File: src/rtl/regfile_param.sv
// -----------------------------------------------------------------------------
// regfile_param
// Parametrised integer register file for the decode stage: two registered read
// ports with per-port hold, one write port, a registered mirror of one
// architectural register (a0), hardwired-zero x0, optional write-to-read
// bypass and a soft-clear sequencer that zeroes one register per cycle.
//
// Ports
//   clk       in   clock, all state on rising edge
//   rst       in   asynchronous active-high reset, clears all state
//   rs1/rs2   in   read indices
//   ren1/ren2 in   read enables (0 = corresponding RD holds)
//   rd        in   write index
//   WE3       in   write enable
//   WD3       in   write data
//   clr       in   soft-clear request, sampled only while idle
//   RD1/RD2   out  registered read data
//   a0        out  registered copy of reg[A0_INDEX], updated every edge
//   busy      out  high while the clear sweep is in progress
//   clr_done  out  one-cycle pulse following the final sweep write
// -----------------------------------------------------------------------------
module regfile_param #(
    parameter int unsigned ADDRESS_WIDTH = 5,
    parameter int unsigned DATA_WIDTH    = 32,
    parameter int unsigned A0_INDEX      = 10,
    parameter bit          BYPASS        = 1'b1
) (
    input  logic                     clk,
    input  logic                     rst,
    input  logic [ADDRESS_WIDTH-1:0] rs1,
    input  logic [ADDRESS_WIDTH-1:0] rs2,
    input  logic                     ren1,
    input  logic                     ren2,
    input  logic [ADDRESS_WIDTH-1:0] rd,
    input  logic                     WE3,
    input  logic [DATA_WIDTH-1:0]    WD3,
    input  logic                     clr,
    output logic [DATA_WIDTH-1:0]    RD1,
    output logic [DATA_WIDTH-1:0]    RD2,
    output logic [DATA_WIDTH-1:0]    a0,
    output logic                     busy,
    output logic                     clr_done
);

    localparam int unsigned NUM_REGS = 2 ** ADDRESS_WIDTH;
    localparam logic [ADDRESS_WIDTH-1:0] LAST_IDX = ADDRESS_WIDTH'(NUM_REGS - 1);
    localparam logic [ADDRESS_WIDTH-1:0] A0_IDX   = ADDRESS_WIDTH'(A0_INDEX);

    localparam logic [0:0] S_IDLE  = 1'b0;
    localparam logic [0:0] S_CLEAR = 1'b1;

    // State
    logic [0:0]               state_q, state_d;
    logic [ADDRESS_WIDTH-1:0] cnt_q, cnt_d;
    logic [DATA_WIDTH-1:0]    regs_q [NUM_REGS];
    logic [DATA_WIDTH-1:0]    regs_d [NUM_REGS];
    logic [DATA_WIDTH-1:0]    rd1_q, rd1_d;
    logic [DATA_WIDTH-1:0]    rd2_q, rd2_d;
    logic [DATA_WIDTH-1:0]    a0_q, a0_d;
    logic                     busy_q, busy_d;
    logic                     done_q, done_d;

    // Combinational helpers
    logic                     idle_c;
    logic                     wr_en_c;
    logic [DATA_WIDTH-1:0]    val1_c;
    logic [DATA_WIDTH-1:0]    val2_c;
    logic [DATA_WIDTH-1:0]    val_a0_c;

    // Read value of index idx as seen by this edge: x0 is zero, a same-cycle
    // write is forwarded only when bypass is enabled.
    function automatic logic [DATA_WIDTH-1:0] read_val(
        input logic [ADDRESS_WIDTH-1:0] idx,
        input logic [DATA_WIDTH-1:0]    stored,
        input logic                     fwd_hit,
        input logic [DATA_WIDTH-1:0]    fwd_data
    );
        logic [DATA_WIDTH-1:0] v;
        if (idx == '0) begin
            v = '0;
        end else if (BYPASS && fwd_hit) begin
            v = fwd_data;
        end else begin
            v = stored;
        end
        return v;
    endfunction

    // Write qualification: writes only land while idle and never on x0
    assign idle_c  = (state_q == S_IDLE);
    assign wr_en_c = WE3 && (rd != '0) && idle_c;

    assign val1_c   = read_val(rs1,    regs_q[rs1],    wr_en_c && (rd == rs1),    WD3);
    assign val2_c   = read_val(rs2,    regs_q[rs2],    wr_en_c && (rd == rs2),    WD3);
    assign val_a0_c = read_val(A0_IDX, regs_q[A0_IDX], wr_en_c && (rd == A0_IDX), WD3);

    // Next-state: array update, read ports, a0 mirror and clear sequencer
    always_comb begin
        state_d = state_q;
        cnt_d   = cnt_q;
        regs_d  = regs_q;
        rd1_d   = rd1_q;
        rd2_d   = rd2_q;
        busy_d  = busy_q;
        done_d  = 1'b0;
        a0_d    = val_a0_c;

        case (state_q)
            S_IDLE: begin
                if (ren1) begin
                    rd1_d = val1_c;
                end
                if (ren2) begin
                    rd2_d = val2_c;
                end
                if (wr_en_c) begin
                    regs_d[rd] = WD3;
                end
                // The request cycle still completes its own read/write;
                // x0 is already zero so the sweep starts at index 1.
                if (clr) begin
                    state_d = S_CLEAR;
                    cnt_d   = ADDRESS_WIDTH'(1);
                    busy_d  = 1'b1;
                end
            end
            S_CLEAR: begin
                regs_d[cnt_q] = '0;
                if (cnt_q == LAST_IDX) begin
                    state_d = S_IDLE;
                    cnt_d   = '0;
                    busy_d  = 1'b0;
                    done_d  = 1'b1;
                end else begin
                    cnt_d = cnt_q + ADDRESS_WIDTH'(1);
                end
            end
            default: begin
                state_d = S_IDLE;
                cnt_d   = '0;
                busy_d  = 1'b0;
            end
        endcase
    end

    // State register with asynchronous clear of everything
    always_ff @(posedge clk or posedge rst) begin
        if (rst) begin
            state_q <= S_IDLE;
            cnt_q   <= '0;
            regs_q  <= '{default: '0};
            rd1_q   <= '0;
            rd2_q   <= '0;
            a0_q    <= '0;
            busy_q  <= 1'b0;
            done_q  <= 1'b0;
        end else begin
            state_q <= state_d;
            cnt_q   <= cnt_d;
            regs_q  <= regs_d;
            rd1_q   <= rd1_d;
            rd2_q   <= rd2_d;
            a0_q    <= a0_d;
            busy_q  <= busy_d;
            done_q  <= done_d;
        end
    end

    assign RD1      = rd1_q;
    assign RD2      = rd2_q;
    assign a0       = a0_q;
    assign busy     = busy_q;
    assign clr_done = done_q;

endmodule

File: config.mk
export PLATFORM = sky130hd
export DESIGN_NAME = regfile_param
export DESIGN_NICKNAME = d
export VERILOG_FILES = /design/src/rtl/regfile_param.sv
export SDC_FILE = /design/constraint.sdc
export NUM_CORES = 2
export LEC_CHECK = 0
export CAP_MARGIN = 15
export CELL_PAD_IN_SITES_DETAIL_PLACEMENT = 1
export CELL_PAD_IN_SITES_GLOBAL_PLACEMENT = 1
export CORE_UTILIZATION = 43
export DETAILED_ROUTE_END_ITERATION = 8
export PLACE_DENSITY = 0.79
export SLEW_MARGIN = 20
export SYNTH_ARGS = -nofsm -noshare
export SYNTH_HDL_FRONTEND = slang
export SYNTH_SLANG_ARGS = --single-unit
File: constraint.sdc
create_clock -name clk -period 36.6 [get_ports clk]
set_input_delay 7.32 -clock clk [delete_from_list [all_inputs] [get_ports clk]]
set_output_delay 7.32 -clock clk [all_outputs]
set_load 0.01 [all_outputs]
; Word level (Yosys, flattened, before mapping)
; Index checks and enable logic that the tools add are counted.
[word_totals]
word_cells = 102
out_inout_bits = 98
ff_bits = 1128
in_bits = 53
[classes]
mux = 29
add_sub_neg = 1
bitwise_logic = 7
n_reduce_logical = 13
n_eq_ne = 7
order_cmp = 6
[ops]
columns = op, n
row1 = $pmux W1024 S2, 1
row2 = $and A1024 B1024 Y1024, 1
row3 = $bwmux W1024, 1
row4 = $mux W1024, 1
row5 = $not A1024 Y1024, 1
row6 = $mux W32, 11
row7 = $bmux W32 S5, 2
row8 = $demux W32 S5, 2
row9 = $ge A6 B6 Y1 const B, 4
row10 = $not A5 Y6, 4
row11 = $lt A6 B1 Y1 const B, 2
row12 = $eq A5 B5 Y1, 2
row13 = $logic_not A5 Y1, 2
row14 = $mux W5, 2
row15 = $pmux W5 S2, 1
row16 = $logic_and A1 B1 Y1, 7
row17 = $mux W1, 6
row18 = $reduce_and A2 Y1, 3
row19 = $add A5 B1 Y5 const B, 1
row20 = $eq A5 B4 Y1 const B, 1
row21 = $eq A5 B5 Y1 const B, 1
row22 = $reduce_bool A5 Y1, 1
row23 = $ne A2 B1 Y1 const B, 2
row24 = $pmux W1 S2, 2
row25 = other kinds (2), 2

; Logic depth before layout (Yosys ltp)
[depth]
depth_word = 8
mapped_depth = 8
mapped_depth_nobuf = 6

; Worst setup path after synthesis
; OpenSTA, ideal clock, no wires.
[synth_path]
path_kind = input to register
from = input rs1[2]
to = register rd1_q[1], in the netlist RD1[1]
slack_ps = 27687
setup_time_ps = 126
t_arrival_ps = 8787
n_path_buf = 3
stages = 7
path_cell_list = buf_2 -> buf_6 -> buf_4 -> mux4_2 -> o22ai_1 -> nor4_1 -> a221o_1
[synth_between]
elab_chain_len = 6
elab_cells_between_ends = 9
cone_classes = eq/ne: 1 / mux: 5 / bitwise: 1 / reduce/logical: 2
[synth_rtl]
columns = element, line_no
row1 = start: declaration, 30  ; input logic [ADDRESS_WIDTH-1:0] rs1,
row2 = $not A5 Y6 (implied by the code), 93  ; assign val1_c = read_val(rs1, regs_q[rs1], wr_en_c && (rd == rs1), WD3);
row3 = $bmux W32 S5, 93
row4 = $mux W32 (implied by the code) (2 in series), 93
row5 = $mux W32, 81  ; end else if (BYPASS && fwd_hit) begin
row6 = $mux W32 *, 79  ; if (idx == '0) begin
row7 = end signal: assignment, 161  ; rd1_q <= rd1_d;
row8 = end: declaration, 57  ; logic [DATA_WIDTH-1:0] rd1_q, rd1_d;
; Mark *: on every way between the ends. The rest lies on a longest branch, timed or not. The select of a mux whose other input is x is not followed.
; A chain may end at the register's enable or synchronous reset.

==> results.tsv <==
metric	value	unit
status	complete, no violations	
Post-CTS Setup Inserts	0	
syn avg cell area	14.52	sq um
Boundary Pins	151	
final setup vio count	0	
TritonCTS Buffers	118	
reg2reg end	regs_q[699]$_DFFE_PP0P_	
Synth area leaders	dfrtp_1, mux4_2, a22o_1	
Initial DRC Count	6456	
Final nets	3790	
setup TNS	0	ns
deepest clock path buffer count	3	
WL/cell	39.75	microns
Synth cell types	57	
Synth area leader	dfrtp_1	
# DRC	0	
routed vias/inst	7.739	
share of layout cells above drive strength 1	25.72	%
PortBufs	150	
Resized cells post-CTS	0	
Period Utilization, post-route	32.19	%
die height	362.0	microns
asr flop ratio synth	100.0	%
Final Worst Setup Slack	24.82	ns
initial core utilization	43.54	%
minimum clock period	11.78	ns
crit path max-delay cell type	buf_4	
syn nets	3897	
crit path from	rst	
Netlist Area Pre-Place	55730	sq um
Post-Place Setup Slack	23.63	ns
crit path DAT	12.54	ns
Fmax achieved	84.88	MHz
RSZ-0062 raised after global routing	no	
CTS sink cnt	1128	
Worst R2R Setup Slack	32.47	ns
Die W	362.0	microns
most numerous cell in the Yosys netlist	dfrtp_1	
total power	0.003920	W
Final Max Slew Viols	0	
critical path capture point	regs_q[587]$_DFFE_PP0P_	
H-tree depth	3	
Req. time, crit path	37.36	ns
CP Depth	8	
Pleak	27.39	nW
Yosys top cell area share	50.65	%
Final Core Density	49.12	%
Yosys warning total	0	
WP buf/inv	8	
final hold violations	0	
Hold WS	0.5153	ns
HPWL Detailed	120200	microns
Max Cap Viol	0	
CTS tree	done	
Rel. slew slack	13.29	%
worst path cell trace	clkdlybuf4s50_1 > clkinvlp_4 > buf_4 > buf_4 > buf_4 > buf_4 > buf_6 > buf_4	
clk_skew	0.03749	ns
FF+latch count, synth	1128	
maximum vdd drop	0.03865	mV
R2R cell count	7	
antenna viol nets, final	0	
Power Dens Cells	62.35	nW/um^2
Core Region	128000	sq um
register area share after synthesis	50.65	%
gr ovfl total	0	
Mapped Cells	3839	
kind of cell adding the most delay to the critical path	buffers and inverters	
routed vias	43050	
Crit. End Element	async pin	
vias in the first global route	44780	
fillers	12220	
CP peak stage delay	0.86	ns
final weighted congestion in routability-driven placement	0.8400	
Clk Tree Root Cell	clkbuf_16	
Hold WC Path Type	reg -> reg	
Post-synth top cells	dfrtp_1, a22o_1, mux4_2	
CP max FO	79	
largest net degree at the start of global routing	156	
WS Path Type	in -> async	
Synth Flop Type	dfrtp_1	
hold buffers post-CTS	0	
Worst-path clk slew	0.06	ns
drt pass-1 iters	5	
global-route wire length before repair	323900	microns
later-pin clock latency in the skew report	0.74	ns
initial antenna violation count	10	
Routed WL	221100	microns
full die area	131100	sq um
element type at the critical path start	input port	
# rows	131	
Post-synth EDFFs	0	
FF-to-FF Start	state_q$_DFF_PP0_	
CP most frequent cell	buf_4	
Worst-Margin Slew	1.289	ns
Area growth syn-to-layout	12.82	%
GRT Overall Usage	33.79	%
[per-layer routing]
layer	up-vias	share of wire, %	track usage [%]
met5	-	0.060	0.2220
met4	16	5.5	16.82
met3	828	14	12.84
met2	3820	44	49.58
met1	22890	36	43.87
li1	15490	-	-
[state kept, by name (all words and copies together), names as in the netlist]
register	count
RD1	32
RD2	32
a0	32
busy	1
clr_done	1
cnt_q	5
regs_q	1024
state_q	1
[where the power goes]
group / internal [W] / total, W / switching (W) / leakage [nW]
combinational: 0.000452 / 0.000935 / 0.000483 / 9.80
clock: 0.000765 / 0.00131 / 0.000547 / 2.06
sequential: 0.00147 / 0.00167 / 0.000207 / 15.5
[through the flow]
stage | std cells | cell area [sq um]
global route | 5558 | 62870
detailed placement | 5341 | 58670
floorplan | 3839 | 55730
finish | 5562 | 62880
CTS | 5558 | 62840
global placement | 5341 | 58670
[final cells by class]
type / instances / area (sq um) / area share, %
antenna: 4 / 10.01 / 0.01592
clock buffer: 161 / 3377 / 5.371
clock inverter: 56 / 789.5 / 1.256
inverter: 8 / 33.78 / 0.05373
multi-input combinational: 2177 / 25580 / 40.68
sequential: 1128 / 28230 / 44.89
tap: 1729 / 2163 / 3.441
timing repair buffer: 299 / 2700 / 4.294
[worst min path at each step]
stage	start	to	slack (ns)	cells past startpoint
final	regs_q[1015]$_DFFE_PP0P_	regs_q[1015]$_DFFE_PP0P_	0.52	1
after global routing	regs_q[1013]$_DFFE_PP0P_	regs_q[1013]$_DFFE_PP0P_	0.53	1
after CTS	regs_q[1010]$_DFFE_PP0P_	regs_q[1010]$_DFFE_PP0P_	0.51	1
after detailed placement	regs_q[1010]$_DFFE_PP0P_	regs_q[1010]$_DFFE_PP0P_	0.49	1
after global placement	regs_q[1014]$_DFFE_PP0P_	regs_q[1014]$_DFFE_PP0P_	0.48	1
after floorplan	regs_q[1000]$_DFFE_PP0P_	regs_q[1000]$_DFFE_PP0P_	0.47	1
[logic make-up (layout without fill, tap and decap cells)]
family | count (synthesis) | in the layout | share of synthesized area, %
AOI/OAI and AO/OA | 1347 | 1347 | 20.01
xor gates and xnor gates | 12 | 12 | 0.1886
adders and majority gates | 5 | 5 | 0.1123
buffers and inverters | 534 | 524 | 4.434
DFF | 1128 | 1128 | 50.65
muxes | 552 | 552 | 21.57
other | 0 | 4 | 0
and+or+nand+nor | 261 | 261 | 3.031
[placed cells by master, fill, tap and decap left out, types with 3 or more instances in the layout]
cell and n:
ha_1 5, o31ai_1 3, or3b_2 4, nor2_1 4
dfrtp_1 1128, clkbuf_8 22, xor2_1 10, clkbuf_16 120
and3_1 5, mux2i_1 4, o21ai_0 3, o22ai_1 245
buf_6 4, nor3_1 5, nand2_1 6, buf_12 4
a22o_1 987, nor2_4 29, clkbuf_1 19, inv_6 3
mux2_2 31, clkdlybuf4s50_1 145, clkinv_4 3, diode_2 4
mux4_2 516, bufinv_16 17, nor4_1 60, nor2b_1 7
buf_4 141, buf_8 4, clkinvlp_4 5, and2_1 100
nand2b_1 3, inv_1 6, or3b_1 4, nand3b_1 9
or3_1 3, a21oi_4 30, a221o_1 60, clkinv_2 26
Note: power is estimated with default switching activity, not from simulation.
